<file path="config.mk">
export PLATFORM = sky130hd
export DESIGN_NAME = sol_reporter
export DESIGN_NICKNAME = d
export VERILOG_FILES = /design/src/rtl/miner_pkg.sv /design/src/rtl/nonce_serializer.sv /design/src/rtl/sol_reporter.sv
export SDC_FILE = /design/constraint.sdc
export NUM_CORES = 1
export LEC_CHECK = 0
export ABC_AREA = 1
export CORE_MARGIN = 5
export CORE_UTILIZATION = 30
export CTS_BUF_LIST = sky130_fd_sc_hd__clkbuf_2
export DETAILED_ROUTE_END_ITERATION = 12
export PLACE_DENSITY = 0.53
export SLEW_MARGIN = 20
export SYNTH_ARGS = -nofsm -noshare
export SYNTH_HDL_FRONTEND = slang
export SYNTH_SLANG_ARGS = --single-unit
</file>
<file path="constraint.sdc">
create_clock -name clk -period 2.8 [get_ports clk]
set_input_delay 0.42 -clock clk [delete_from_list [all_inputs] [get_ports clk]]
set_output_delay 0.42 -clock clk [all_outputs]
set_load 0.005 [all_outputs]
</file>
<file path="src/rtl/miner_pkg.sv">
// Shared types and constants for the miner controller / solution reporter pair.
package miner_pkg;

  // Reporter FSM states; encodings are exposed on the debug state port.
  typedef enum logic [2:0] {
    ST_IDLE         = 3'b000,
    ST_SEND_SOF     = 3'b001,
    ST_SEND_NONCE   = 3'b010,
    ST_WAIT_VERDICT = 3'b011,
    ST_RESPOND      = 3'b100
  } rep_state_t;

  // sol_response codes, also decoded by the controller.
  localparam logic [1:0] RESP_WAIT   = 2'b00;
  localparam logic [1:0] RESP_RESUME = 2'b01;
  localparam logic [1:0] RESP_DONE   = 2'b10;

  // Start-of-frame marker; the host resynchronises on this byte.
  localparam logic [7:0] FRAME_SOF = 8'hA5;

  // Verdict held from WAIT_VERDICT into RESPOND.
  typedef struct packed {
    logic [1:0] code;
    logic       timeout;
  } verdict_t;

endpackage

</file>
<file path="src/rtl/nonce_serializer.sv">
// Holds the claimed nonce and presents it one byte at a time, MSB first.
module nonce_serializer
  import miner_pkg::*;
#(
  parameter int NONCE_BYTES = 4
) (
  input  logic                     clk,
  input  logic                     n_rst,
  input  logic                     i_load,
  input  logic                     i_clr,
  input  logic                     i_advance,
  input  logic [8*NONCE_BYTES-1:0] i_nonce,
  output logic [7:0]               o_byte,
  output logic                     o_last_byte
);

  localparam int IW = (NONCE_BYTES > 1) ? $clog2(NONCE_BYTES) : 1;
  localparam logic [IW-1:0] LAST_IDX = IW'(NONCE_BYTES - 1);

  logic [8*NONCE_BYTES-1:0] r_nonce;
  logic [IW-1:0]            r_idx;
  logic [7:0]               w_byte;

  // Nonce latch and byte index; index wraps to 0 after the last byte so it is ready for the next frame.
  always_ff @(posedge clk or negedge n_rst) begin
    if (!n_rst) begin
      r_nonce <= '0;
      r_idx   <= '0;
    end else if (i_load) begin
      r_nonce <= i_nonce;
      r_idx   <= '0;
    end else if (i_clr) begin
      r_idx   <= '0;
    end else if (i_advance) begin
      r_idx   <= (r_idx == LAST_IDX) ? '0 : r_idx + 1'b1;
    end
  end

  // Byte mux: index 0 selects the most significant byte.
  always_comb begin
    w_byte = 8'h00;
    for (int b = 0; b < NONCE_BYTES; b++) begin
      if (r_idx == IW'(NONCE_BYTES - 1 - b)) w_byte = r_nonce[8*b +: 8];
    end
  end

  assign o_byte      = w_byte;
  assign o_last_byte = (r_idx == LAST_IDX);

endmodule

</file>
<file path="src/rtl/sol_reporter.sv">
// Solution reporter: frames a claimed nonce to the host, waits for its
// verdict (or a timeout) and returns a one-cycle response code.
module sol_reporter
  import miner_pkg::*;
#(
  parameter int NONCE_BYTES    = 4,
  parameter int TIMEOUT_CYCLES = 1048576
) (
  input  logic                     clk,
  input  logic                     n_rst,
  input  logic                     i_start_found,
  input  logic                     i_sol_claim,
  input  logic [8*NONCE_BYTES-1:0] i_sol_nonce,
  output logic [7:0]               o_tx_data,
  output logic                     o_tx_valid,
  input  logic                     i_tx_ready,
  input  logic                     i_host_ack,
  input  logic                     i_host_nack,
  output logic [1:0]               o_sol_response,
  output logic                     o_sol_timeout,
  output logic                     o_busy,
  output logic [2:0]               o_state
);

  localparam int CW = $clog2(TIMEOUT_CYCLES);
  localparam logic [CW-1:0] CNT_LAST = CW'(TIMEOUT_CYCLES - 1);

  rep_state_t    r_state, w_next;
  logic [CW-1:0] r_cnt;
  verdict_t      r_verdict, w_verdict_d;
  logic          w_load, w_clr, w_adv, w_cnt_clr;
  logic [7:0]    w_byte;
  logic          w_last;

  nonce_serializer #(.NONCE_BYTES(NONCE_BYTES)) u_ser (
    .clk         (clk),
    .n_rst       (n_rst),
    .i_load      (w_load),
    .i_clr       (w_clr),
    .i_advance   (w_adv),
    .i_nonce     (i_sol_nonce),
    .o_byte      (w_byte),
    .o_last_byte (w_last)
  );

  // State, verdict and timeout counter registers.
  always_ff @(posedge clk or negedge n_rst) begin
    if (!n_rst) begin
      r_state   <= ST_IDLE;
      r_verdict <= '0;
      r_cnt     <= '0;
    end else begin
      r_state   <= w_next;
      r_verdict <= w_verdict_d;
      // Hold at the last value on exit so the counter never wraps.
      if (w_cnt_clr)                                           r_cnt <= '0;
      else if (r_state == ST_WAIT_VERDICT && w_next == ST_WAIT_VERDICT) r_cnt <= r_cnt + 1'b1;
    end
  end

  // Next-state and control; start_found overrides everything at the end.
  always_comb begin
    w_next      = r_state;
    w_verdict_d = r_verdict;
    w_load      = 1'b0;
    w_clr       = 1'b0;
    w_adv       = 1'b0;
    w_cnt_clr   = 1'b0;
    case (r_state)
      ST_IDLE: begin
        if (i_sol_claim) begin
          w_next = ST_SEND_SOF;
          w_load = 1'b1;
        end
      end
      ST_SEND_SOF: begin
        if (i_tx_ready) w_next = ST_SEND_NONCE;
      end
      ST_SEND_NONCE: begin
        if (i_tx_ready) begin
          w_adv = 1'b1;
          if (w_last) begin
            w_next    = ST_WAIT_VERDICT;
            w_cnt_clr = 1'b1;
          end
        end
      end
      ST_WAIT_VERDICT: begin
        // A real verdict beats a timeout landing on the same cycle.
        if (i_host_ack || i_host_nack) begin
          w_verdict_d.code    = i_host_nack ? RESP_RESUME : RESP_DONE;
          w_verdict_d.timeout = 1'b0;
          w_next              = ST_RESPOND;
        end else if (r_cnt == CNT_LAST) begin
          w_verdict_d.code    = RESP_RESUME;
          w_verdict_d.timeout = 1'b1;
          w_next              = ST_RESPOND;
        end
      end
      ST_RESPOND: w_next = ST_IDLE;
      default:    w_next = ST_IDLE;
    endcase
    if (i_start_found) begin
      w_next      = ST_IDLE;
      w_verdict_d = '0;
      w_load      = 1'b0;
      w_adv       = 1'b0;
      w_clr       = 1'b1;
      w_cnt_clr   = 1'b1;
    end
  end

  // Outputs decode from state and registers only.
  assign o_state        = r_state;
  assign o_busy         = (r_state != ST_IDLE);
  assign o_tx_valid     = (r_state == ST_SEND_SOF) || (r_state == ST_SEND_NONCE);
  assign o_tx_data      = (r_state == ST_SEND_SOF)   ? FRAME_SOF :
                          (r_state == ST_SEND_NONCE) ? w_byte    : 8'h00;
  assign o_sol_response = (r_state == ST_RESPOND) ? r_verdict.code : RESP_WAIT;
  assign o_sol_timeout  = (r_state == ST_RESPOND) && r_verdict.timeout;

endmodule

</file>
==> impl_metrics.json <==
{
  "drv_cap": 0,
  "layout.nets": 474,
  "vdd_ir_drop_max_v": 0.0001889,
  "area_growth_pct": 25.81,
  "antenna_found_initial": 0,
  "crit_path_max_fanout": 8,
  "pre_cts_slack_ns": 0.3327,
  "grt_pass1_wl_um": 12850,
  "power_frac_comb_pct": 15.5,
  "power_frac_seq_pct": 57.7,
  "placed_cells": 551,
  "layout_setup_ws_ns": 0.2386,
  "rows": 37,
  "overflow": 0,
  "tns_ns": 0,
  "worstPathArrival_ns": 2.14,
  "nFillCells": 1079,
  "drt-initial-drc-count": 111,
  "via_per_inst": 4.630,
  "swShare_pct": 30.09,
  "via_count": 2644,
  "fin_cells": 571,
  "io_buffers": 54,
  "syn_inst": 366,
  "leakage_nw": 1.777,
  "cts_made_buffers": 9,
  "power_switching_uw": 542.1,
  "cp_common_cell": "o21ai_0",
  "drv_slew": 0,
  "diodes": 0,
  "path_delay_family": "buffers and inverters",
  "clkTransAtPathRegs_ns": 0.22,
  "final_util_pct": 38.88,
  "grt_usage_pct": 12.36,
  "cts_sinks": 60,
  "start_util_pct": 30.91,
  "place_hpwl_um": 5589,
  "cts_tree": "built",
  "cp_cell_sequence": "buf_4 -> ha_4 -> buf_4 -> a21oi_1 -> nand2_1 -> o21ai_0 -> nand2_1 -> o21ai_0 -> o21ai_0 -> dlygate4sd2_1",
  "ctsRootBufferMaster": "clkbuf_2",
  "io_pins": 55,
  "routed_wl_um": 7682,
  "slowest_stage": "dfrtp_1",
  "drc": 0,
  "worst_pin_slew_ns": 0.7631,
  "wl_per_cell_um": 13.45,
  "avgSynthCellArea_um2": 8.796,
  "h-tree-depth": 3,
  "internal-power_mw": 1.260,
  "first_global_vias": 2687,
  "status": "finished clean",
  "drt_pass1_iterations": 4,
  "floorplan.die_area_um2": 12900,
  "netlist.area_leader.share_pct": 46.64,
  "fin_crit_sh_pct": 91.48,
  "hold_class": "in -> async",
  "fp.dieW_um": 113.6,
  "whs_ns": 0.02971,
  "grt_max_degree": 61,
  "rsz0062_at_grt": "false",
  "timing.fmax_ghz": 0.3904,
  "max_stage_delay_ns": 0.44,
  "cp-end-kind": "primary output",
  "timing.slew.headroom_pct": 49.13,
  "coreArea_um2": 10420,
  "seq_area_um2": 1501,
  "clkLatencyLatePin_ns": 0.52,
  "multi_input_area_um2": 1559,
  "synth_cell_types": 27,
  "clock_power_share_pct": 26.8,
  "yosys-top-cells-area": "dfrtp_1, nand2_1, mux2_2",
  "ys_seq_area_share_pct": 46.64,
  "critical_path_required_ns": 2.38,
  "final_layout_size_suffix_gt1_share_pct": 14.94,
  "synth_fp_nets": 410,
  "ys_ff_latch": 60,
  "ctsHoldBuffers": 0,
  "finalSetupViolCount": 0,
  "die_h_um": 113.6,
  "finalHoldViolations": 0,
  "syn_area_um2": 3219,
  "powerDensity_nw_per_um2": 444.8,
  "critical_path_buf_inv_count": 3,
  "yosysTopAreaCell": "dfrtp_1",
  "final_antenna_net_count": 0,
  "period_minus_slack_ns": 2.561,
  "ctsLongestPathBuffers": 2,
  "place.gp.congestion": 0.8171,
  "worstSetupPathType": "reg -> out",
  "fin_worst_skew_ns": 0.04094,
  "cp-start-kind": "flip-flop",
  "ys_warn_count": 0
}
[area by class of cell]
type	count	area share, %
sequential	60	37.07
multi-input combinational	267	38.49
timing repair buffer	62	15.01
tap	136	4.201
inverter	30	2.811
clock inverter	7	1.297
clock buffer	9	1.112
[logic make-up (layout without fill, tap and decap cells)]
kind of cell / count (synthesis) / after routing / share of synthesized area [%]
buffers and inverters: 39 / 108 / 5.713
adder cells (fa/ha/maj): 5 / 5 / 1.943
XOR/XNOR: 14 / 14 / 3.809
flip-flops: 60 / 60 / 46.64
AO/OA/AOI/OAI: 57 / 57 / 9.561
multiplexers: 29 / 29 / 10.14
AND/OR/NAND/NOR: 162 / 162 / 22.19
[Yosys cell counts]
| cell type | number |
|---|---|
| nand2_1 | 76 |
| nand2_2 | 4 |
| mux2_1 | 5 |
| clkinv_1 | 1 |
| ha_1 | 5 |
| o21ai_1 | 15 |
| inv_1 | 29 |
| nor2_1 | 36 |
| o21ai_0 | 21 |
| buf_6 | 3 |
| and2_1 | 1 |
| buf_2 | 3 |
| mux2_2 | 24 |
| dfrtp_1 | 60 |
| xnor2_1 | 8 |
| nor2_2 | 3 |
| nor3_1 | 1 |
| o211ai_1 | 2 |
| nand4_1 | 5 |
| nand3_4 | 1 |
| nor2_4 | 2 |
| buf_4 | 3 |
| xor2_1 | 6 |
| nand3b_1 | 1 |
| nand3_1 | 32 |
| a21oi_1 | 12 |
| a22oi_1 | 7 |
[registers in the layout, indices dropped and copies added, names as in the netlist]
register	flops
o_state	3
r_cnt	20
r_verdict	3
u_ser.r_idx	2
u_ser.r_nonce	32
[per-layer routing]
layer / part of all wire, % / vias up / track usage, %
met5: 0 / - / 0
li1: - / 1349 / -
met3: 5.1 / 9 / 3.714
met2: 49 / 40 / 21.04
met4: 0.82 / 0 / 3.125
met1: 45 / 1246 / 15.31
[power groups by stage]
| stage | Combinational, mW | Sequential, mW | Clock, mW |
|---|---|---|---|
| 5_1_grt | 0.315 | 1.05 | 0.549 |
| 6_report | 0.279 | 1.04 | 0.483 |
| 3_3_place_gp | 0.282 | 1.06 | 0 |
| 2_1_floorplan | 0.156 | 1.03 | 0 |
| 4_1_cts | 0.287 | 1.04 | 0.505 |
| 3_5_place_dp | 0.287 | 1.06 | 0 |
[timing repair]
| action | in CTS | in global routing |
|---|---|---|
| hold endpoints to repair | 0 | 0 |
| setup endpoints to repair | 8 | 7 |
| gates cloned | 0 | 0 |
| gates resized for setup | 7 | 10 |
| pin swaps | 0 | 3 |
| setup buffers | 0 | 4 |
[stage by stage]
stage                     power [mW]  cell area [µm²]
after detailed placement       1.349             3884
after CTS                      1.835             3990
final                          1.802             4050
after floorplan                1.185             3219
after global routing           1.917             4050
after global placement         1.344             3884
[cell usage in the layout, fill, tap and decap left out, types with 3 or more instances in the layout]
master,instances
o21ai_0,20
buf_4,8
clkinv_4,3
nand3_1,32
xnor2_1,8
xor2_1,6
nor2_1,35
nor2_4,3
mux2_1,5
dlymetal6s2s_1,6
clkbuf_2,9
clkinv_2,3
o21ai_1,16
a22oi_1,7
nand2_1,76
nor2_2,3
nand2_2,4
dfrtp_1,60
mux2_2,24
inv_1,28
a21oi_1,12
clkdlybuf4s50_1,45
nand4_1,5
[final timing paths]
path | from | to | slack, ns | cells after the start
hold / removal | n_rst | u_ser.r_nonce[16] | 0.03 | 2
min in group clk | i_sol_nonce[24] | u_ser.r_nonce[24] | 0.46 | 3
hold reg to reg | r_verdict[1] | r_verdict[1] | 0.50 | 2
setup reg to reg | r_cnt[0] | r_cnt[0] | 0.86 | 9
max in group asynchronous | n_rst | r_verdict[1] | 2.24 | 2
setup / recovery | u_ser.r_idx[1] | o_tx_data[7] | 0.24 | 10
Note: power is estimated with default switching activity, not from simulation.
